### src/rtl/newhope_prng_pkg.sv
// Shared constants, FSM encoding and seed-to-state load map for the Trivium PRNG.
// Build option: TRIVIUM_UNROLL64_EN selects 64 rounds per clock instead of 32.
package newhope_prng_pkg;

  localparam int TRIV_STATE_W = 288;
  localparam int SEED_W       = 256;
  localparam int RDI_W        = 128;

`ifdef TRIVIUM_UNROLL64_EN
  localparam int ROUNDS_PER_CYCLE = 64;
`else
  localparam int ROUNDS_PER_CYCLE = 32;
`endif

  typedef enum logic [1:0] {
    ST_UNSEEDED = 2'd0,
    ST_WARMUP   = 2'd1,
    ST_IDLE     = 2'd2,
    ST_GEN      = 2'd3
  } prng_state_t;

  // State bit [i-1] holds Trivium register s_i.
  function automatic logic [TRIV_STATE_W-1:0] trivium_load(input logic [SEED_W-1:0] seed);
    logic [TRIV_STATE_W-1:0] v_s;
    v_s            = {TRIV_STATE_W{1'b0}};
    v_s[79:0]      = seed[79:0];
    v_s[172:93]    = seed[159:80];
    v_s[272:177]   = seed[255:160];
    v_s[287:285]   = 3'b111;
    return v_s;
  endfunction

endpackage

### src/rtl/trivium_prng_if.sv
// Seed/keystream handshake between the seed expander (master) and the PRNG (slave).
interface trivium_prng_if
  import newhope_prng_pkg::*;
();

  logic [SEED_W-1:0] seed;
  logic              reseed;
  logic              reseed_ack;
  logic              rdi_ready;
  logic [RDI_W-1:0]  rdi_data;
  logic              rdi_valid;

  modport master (
    output seed,
    output reseed,
    output rdi_ready,
    input  reseed_ack,
    input  rdi_data,
    input  rdi_valid
  );

  modport slave (
    input  seed,
    input  reseed,
    input  rdi_ready,
    output reseed_ack,
    output rdi_data,
    output rdi_valid
  );

endinterface

### src/rtl/trivium_step.sv
// Combinational N-round unrolled Trivium update; o_z[k] is the keystream bit of round k.
module trivium_step
  import newhope_prng_pkg::*;
#(
  parameter int N = ROUNDS_PER_CYCLE
) (
  input  logic [TRIV_STATE_W-1:0] i_state,
  output logic [TRIV_STATE_W-1:0] o_state,
  output logic [N-1:0]            o_z
);

  always_comb begin : p_rounds
    logic [TRIV_STATE_W-1:0] w_s;
    logic                    w_t1;
    logic                    w_t2;
    logic                    w_t3;
    w_s = i_state;
    o_z = '0;
    for (int k = 0; k < N; k++) begin
      w_t1   = w_s[65]  ^ w_s[92];
      w_t2   = w_s[161] ^ w_s[176];
      w_t3   = w_s[242] ^ w_s[287];
      o_z[k] = w_t1 ^ w_t2 ^ w_t3;
      w_t1   = w_t1 ^ (w_s[90]  & w_s[91])  ^ w_s[170];
      w_t2   = w_t2 ^ (w_s[174] & w_s[175]) ^ w_s[263];
      w_t3   = w_t3 ^ (w_s[285] & w_s[286]) ^ w_s[68];
      // Each of the three registers shifts up by one, feedback entering at its low end.
      w_s    = {w_s[286:177], w_t2, w_s[175:93], w_t1, w_s[91:0], w_t3};
    end
    o_state = w_s;
  end

endmodule

### src/rtl/trivium_prng.sv
// Trivium keystream generator: seed load with reseed/ack, warm-up, 128-bit blocks on request.
// Build option: TRIVIUM_UNROLL64_EN (64 rounds/cycle); default is 32 rounds/cycle.
module trivium_prng
  import newhope_prng_pkg::*;
#(
  parameter int WARMUP_ROUNDS = 1152
) (
  input  logic           clk,
  input  logic           rst,
  trivium_prng_if.slave  bus
);

  localparam int N          = ROUNDS_PER_CYCLE;
  localparam int WARM_CYC   = WARMUP_ROUNDS / N;
  localparam int GEN_CYC    = RDI_W / N;
  localparam int CNT_W      = $clog2(WARM_CYC > GEN_CYC ? WARM_CYC : GEN_CYC);
  localparam int BUF_W      = RDI_W - N;
  localparam logic [CNT_W-1:0] WARM_LAST = CNT_W'(WARM_CYC - 1);
  localparam logic [CNT_W-1:0] GEN_LAST  = CNT_W'(GEN_CYC - 1);

  prng_state_t             r_state;
  prng_state_t             w_state_nxt;
  logic [CNT_W-1:0]        r_cnt;
  logic [CNT_W-1:0]        w_cnt_nxt;
  logic                    r_pending;
  logic                    w_pending_nxt;
  logic                    r_armed;
  logic                    w_armed_nxt;
  logic                    w_accept;
  logic                    w_step;
  logic                    w_deliver;

  logic [TRIV_STATE_W-1:0] r_triv;
  logic [TRIV_STATE_W-1:0] w_triv_step;
  logic [N-1:0]            w_z;
  logic [BUF_W-1:0]        r_buf;
  logic [RDI_W-1:0]        w_block;
  logic [RDI_W-1:0]        r_rdi_data;
  logic                    r_rdi_valid;
  logic                    r_reseed_ack;

  trivium_step #(.N(N)) u_step (
    .i_state (r_triv),
    .o_state (w_triv_step),
    .o_z     (w_z)
  );

  // Newest chunk enters at the top, so the first chunk of a block ends up in bits [N-1:0].
  assign w_block = {w_z, r_buf};

  // Next-state logic: reseed acceptance overrides every state, aborting a block in progress.
  always_comb begin
    w_accept      = bus.reseed & r_armed;
    w_state_nxt   = r_state;
    w_cnt_nxt     = r_cnt;
    w_pending_nxt = r_pending | bus.rdi_ready;
    w_step        = 1'b0;
    w_deliver     = 1'b0;

    if (w_accept) begin
      w_armed_nxt = 1'b0;
    end else if (!bus.reseed) begin
      w_armed_nxt = 1'b1;
    end else begin
      w_armed_nxt = r_armed;
    end

    if (w_accept) begin
      w_state_nxt = ST_WARMUP;
      w_cnt_nxt   = '0;
      if (r_state == ST_GEN) begin
        w_pending_nxt = 1'b1;
      end else begin
        w_pending_nxt = r_pending | bus.rdi_ready;
      end
    end else begin
      case (r_state)
        ST_UNSEEDED: begin
          w_state_nxt = ST_UNSEEDED;
        end
        ST_WARMUP: begin
          w_step = 1'b1;
          if (r_cnt == WARM_LAST) begin
            w_state_nxt = ST_IDLE;
            w_cnt_nxt   = '0;
          end else begin
            w_cnt_nxt   = r_cnt + CNT_W'(1);
          end
        end
        ST_IDLE: begin
          // The request being served is consumed here; later ones re-arm pending during GEN.
          if (r_pending | bus.rdi_ready) begin
            w_state_nxt   = ST_GEN;
            w_cnt_nxt     = '0;
            w_pending_nxt = 1'b0;
          end else begin
            w_state_nxt   = ST_IDLE;
          end
        end
        ST_GEN: begin
          w_step = 1'b1;
          if (r_cnt == GEN_LAST) begin
            w_state_nxt = ST_IDLE;
            w_cnt_nxt   = '0;
            w_deliver   = 1'b1;
          end else begin
            w_cnt_nxt   = r_cnt + CNT_W'(1);
          end
        end
        default: begin
          w_state_nxt = ST_UNSEEDED;
          w_cnt_nxt   = '0;
        end
      endcase
    end
  end

  // FSM and handshake flag registers.
  always_ff @(posedge clk or posedge rst) begin
    if (rst) begin
      r_state   <= ST_UNSEEDED;
      r_cnt     <= '0;
      r_pending <= 1'b0;
      r_armed   <= 1'b1;
    end else begin
      r_state   <= w_state_nxt;
      r_cnt     <= w_cnt_nxt;
      r_pending <= w_pending_nxt;
      r_armed   <= w_armed_nxt;
    end
  end

  // Cipher state, block assembly and registered outputs.
  always_ff @(posedge clk or posedge rst) begin
    if (rst) begin
      r_triv       <= '0;
      r_buf        <= '0;
      r_rdi_data   <= '0;
      r_rdi_valid  <= 1'b0;
      r_reseed_ack <= 1'b0;
    end else begin
      if (w_accept) begin
        r_triv <= trivium_load(bus.seed);
      end else if (w_step) begin
        r_triv <= w_triv_step;
      end else begin
        r_triv <= r_triv;
      end
      if (w_step) begin
        r_buf <= w_block[RDI_W-1:N];
      end else begin
        r_buf <= r_buf;
      end
      if (w_deliver) begin
        r_rdi_data <= w_block;
      end else begin
        r_rdi_data <= r_rdi_data;
      end
      r_rdi_valid  <= w_deliver;
      r_reseed_ack <= w_accept;
    end
  end

  assign bus.reseed_ack = r_reseed_ack;
  assign bus.rdi_data   = r_rdi_data;
  assign bus.rdi_valid  = r_rdi_valid;

endmodule

### src/flat_wrapper.sv
// flat-port wrapper written by rule: the top's interface ports become plain ports
module trivium_prng_flat import newhope_prng_pkg::*;
#(
  parameter int WARMUP_ROUNDS = 1152
)
  (clk, rst, bus_seed, bus_reseed, bus_rdi_ready, bus_reseed_ack, bus_rdi_data, bus_rdi_valid);
  trivium_prng_if bus_i ();
  input  logic clk;
  input  logic rst;
  input wire logic [$bits(bus_i.seed)-1:0] bus_seed;
  input wire logic [$bits(bus_i.reseed)-1:0] bus_reseed;
  input wire logic [$bits(bus_i.rdi_ready)-1:0] bus_rdi_ready;
  output wire logic [$bits(bus_i.reseed_ack)-1:0] bus_reseed_ack;
  output wire logic [$bits(bus_i.rdi_data)-1:0] bus_rdi_data;
  output wire logic [$bits(bus_i.rdi_valid)-1:0] bus_rdi_valid;
  assign bus_i.seed = bus_seed;
  assign bus_i.reseed = bus_reseed;
  assign bus_i.rdi_ready = bus_rdi_ready;
  assign bus_reseed_ack = bus_i.reseed_ack;
  assign bus_rdi_data = bus_i.rdi_data;
  assign bus_rdi_valid = bus_i.rdi_valid;
  trivium_prng #(.WARMUP_ROUNDS(WARMUP_ROUNDS)) u_core (.clk(clk), .rst(rst), .bus(bus_i));
endmodule
### config.mk
export PLATFORM = sky130hd
export DESIGN_NAME = trivium_prng_flat
export DESIGN_NICKNAME = d
export VERILOG_FILES = /design/src/rtl/newhope_prng_pkg.sv /design/src/rtl/trivium_prng_if.sv /design/src/rtl/trivium_step.sv /design/src/rtl/trivium_prng.sv /design/src/flat_wrapper.sv
export SDC_FILE = /design/constraint.sdc
export NUM_CORES = 1
export LEC_CHECK = 0
export BUFFER_PORTS_ARGS = -buffer_cell sky130_fd_sc_hd__buf_2
export CAP_MARGIN = 20
export CORE_MARGIN = 8
export CORE_UTILIZATION = 55
export DETAILED_ROUTE_END_ITERATION = 6
export PLACE_DENSITY = 0.82
export SLEW_MARGIN = 10
export SYNTH_ARGS = -nofsm -noshare
export SYNTH_HDL_FRONTEND = slang
export SYNTH_SLANG_ARGS = --single-unit
### constraint.sdc
create_clock -name clk -period 32.5 [get_ports clk]
set_input_delay 6.5 -clock clk [delete_from_list [all_inputs] [get_ports clk]]
set_output_delay 6.5 -clock clk [all_outputs]
set_load 0.05 [all_outputs]
==> results.cfg <==
[pwr]
p_sw_w = 0.00136
leakagePower_nw = 14.5
p_comb_frac = 0.413
power_density_nw_per_um2 = 108
netSwitchingFraction = 0.432
p_int_w = 0.00179
pwr-share-seq = 0.382
clockPowerShare = 0.206
peakVddDrop_mv = 0.0571

[global_routing]
antenna_found_initial = 7
grt_pass1_wl_um = 119000
overflow = 0
grt_start_max_net_pins = 245
grt_usage = 0.294
grt_pass1_vias = 19200

[flow_run]
max_cap_violations = 0

[cells_and_area]
multiInputGateArea_um2 = 11400
syn_to_final_growth_pct = 16.4
final_common_cell = dfrtp_1
final_cell_mix = dfrtp_1 (522), buf_2 (389), nand2_1 (310)
finalCoreUtilization = 0.647
seq_area_um2 = 13100
nFillCells = 3552
drive_above_1_share = 0.256
finalNetCount = 2843

[synthesis]
synthAdderAreaFrac = 0.000497
ys.warnings.count = 0
synth_edf_count = 0
synth_area_um2 = 25200
syn_area_per_cell_um2 = 11.0
ys_ff_latch = 524
ys_async_sr_fraction = 1.00
synth_xor_area_frac = 0.124
ys_seq_area_frac = 0.521
synth_nets = 2541
ys_types = 36
syn_inst = 2280
yosys-mux-area-fraction = 0.161
synth_simple_gate_area_frac = 0.0843
synth_compound_area_frac = 0.0830
synth_ff_type = dfrtp_1
synth_top_family_by_area = multiplexers

[drt]
wl_per_cell_um = 24.7
routed_wl_um = 79800
drc = 0
dr.first_iter.drc_count = 1686
vias = 18700
dr.pass1.iters = 5
final_antenna_net_count = 0
viasPerCell = 5.77

[timing]
layout_setup_ws_ns = 23.20
skew_ns = 0.0375
rsz0062_at_grt = false
hold_viol = 0
fin_crit_sh = 0.286
setup_viol = 0
finalMaxSlewViolations = 0
relSlewSlack = 0.273
period_needed_ns = 9.30
worst_pin_slew_ns = 1.09
clock.fmax_mhz = 107
finalSetupTns_ns = 0

[setup_path]
critical_path.startpoint_type = input port
worstPathArrival_ns = 9.75
worstSetupEndpointType = flip-flop
timing.rr.start = u_core.r_armed
regToRegEndpoint = u_core.r_triv[205]
required_ns = 32.95
crit_end = u_core.r_triv[205]
regToRegSetupSlack_ns = 28.67
worstPathMaxFanout = 244
startpoint = bus_reseed
r2r_cells = 7
crit_type = in -> reg

[cts]
cts-buffers-inserted = 53
cts_root_buf = clkbuf_16
cts_tree = built
ctsResizeCount = 0
cts.htree.levels = 2
post_cts_buffers = 0
clk_pin_slew_ns = 0.06
cts_hold_buf = 0
clockBufferDepth = 3
clock_latency_ns = 0.62
clock-sinks = 524

[placement]
dp_slack_ns = 22.58
dpl.hpwl_um = 59000
portBuffers = 389
gp_congestion = 0.958

[floorplan]
core_area_um2 = 45300
fp.dieH_um = 230
dieArea_um2 = 52900
pin_count = 390
rows = 78
start_util = 0.556
dieWidth_um = 230

[hold_path]
holdCritPathClass = reg -> reg

[run_status]
status = complete, no violations
per-layer routing:
metal,vias up,share of wire,global-route usage
met5,-,0.00041,0
met4,6,0.051,0.138
met3,190,0.072,0.0617
met2,791,0.47,0.478
met1,9333,0.40,0.375
li1,8340,-,-
cell type report:
type,instances,share of cell area
repair buffers,403,0.0727
diodes,7,0.000598
flip-flops and latches,524,0.448
clock buffers,75,0.0508
well taps,600,0.0256
clock inverters,23,0.0123
multi-input cells,1596,0.389
inverters,4,0.00103
worst max-delay path, cell delays in order:
cell	delay, ns
buf_2	0.10
nand2_1	0.32
inv_8	0.75
buf_12	0.67
buf_4	0.77
nor3b_1	0.13
a21oi_1	0.19
o21ai_0	0.11
sequential cells by signal, summed over array words and instances (netlist names):
signal	cells
u_core.bus.rdi_data	128
u_core.bus.rdi_valid	1
u_core.bus.reseed_ack	1
u_core.r_armed	1
u_core.r_buf	96
u_core.r_cnt	6
u_core.r_pending	1
u_core.r_state	2
u_core.r_triv	288
synthesized netlist by cell type, types with 25 or more instances:
cell / instances / area [um^2]
mux2_4: 30 / 450
mux2i_1: 192 / 1920
nand2_1: 311 / 1170
mux2_2: 145 / 1630
nor2_1: 34 / 128
a21oi_1: 104 / 521
nor3b_1: 96 / 721
xnor2_1: 244 / 2140
xor2_1: 111 / 972
clkbuf_1: 102 / 383
buf_2: 25 / 125
o21ai_0: 305 / 1530
dfrtp_1: 523 / 13100
through the flow:
stage,cells,area (um^2),hold WS [ns],total power (W)
after global routing,3228,29300,0.515,0.00328
after CTS,3223,29200,0.489,0.00314
after floorplan,2280,25200,0.452,0.00195
after global placement,3125,27400,0.463,0.00244
after detailed placement,3125,27400,0.475,0.00248
final,3232,29300,0.484,0.00315
worst min path at each step:
| stage | endpoint | start | cells past startpoint | slack (ns) |
|---|---|---|---|---|
| after global routing | u_core.bus.rdi_data[119] | u_core.bus.rdi_data[119] | 1 | 0.52 |
| after floorplan | u_core.bus.rdi_data[0] | u_core.r_buf[0] | 1 | 0.45 |
| after global placement | u_core.bus.rdi_data[0] | u_core.r_buf[0] | 1 | 0.46 |
| after CTS | u_core.bus.rdi_data[101] | u_core.bus.rdi_data[101] | 2 | 0.49 |
| final | u_core.bus.rdi_data[0] | u_core.bus.rdi_data[0] | 1 | 0.48 |
| after detailed placement | u_core.bus.rdi_data[101] | u_core.bus.rdi_data[101] | 2 | 0.48 |
logic make-up (layout without fill, tap and decap cells):
| kind of cell | after synthesis | after routing |
|---|---|---|
| XOR/XNOR | 355 | 355 |
| flip-flops | 524 | 524 |
| buffers and inverters | 160 | 505 |
| multiplexers | 371 | 371 |
| AO/OA/AOI/OAI | 415 | 415 |
| AND/OR/NAND/NOR | 454 | 454 |
| other | 0 | 7 |
| adder cells (fa/ha/maj) | 1 | 1 |
power by group through the flow:
stage	clock network (W)	registers [W]	logic [W]
after floorplan	0	0.00118	0.000774
after global placement	0	0.00118	0.00126
after detailed placement	0	0.00120	0.00128
after CTS	0.000654	0.00119	0.00129
after global routing	0.000680	0.00122	0.00138
final	0.000648	0.00120	0.00130
No activity file was read; power rests on OpenSTA's default activity.
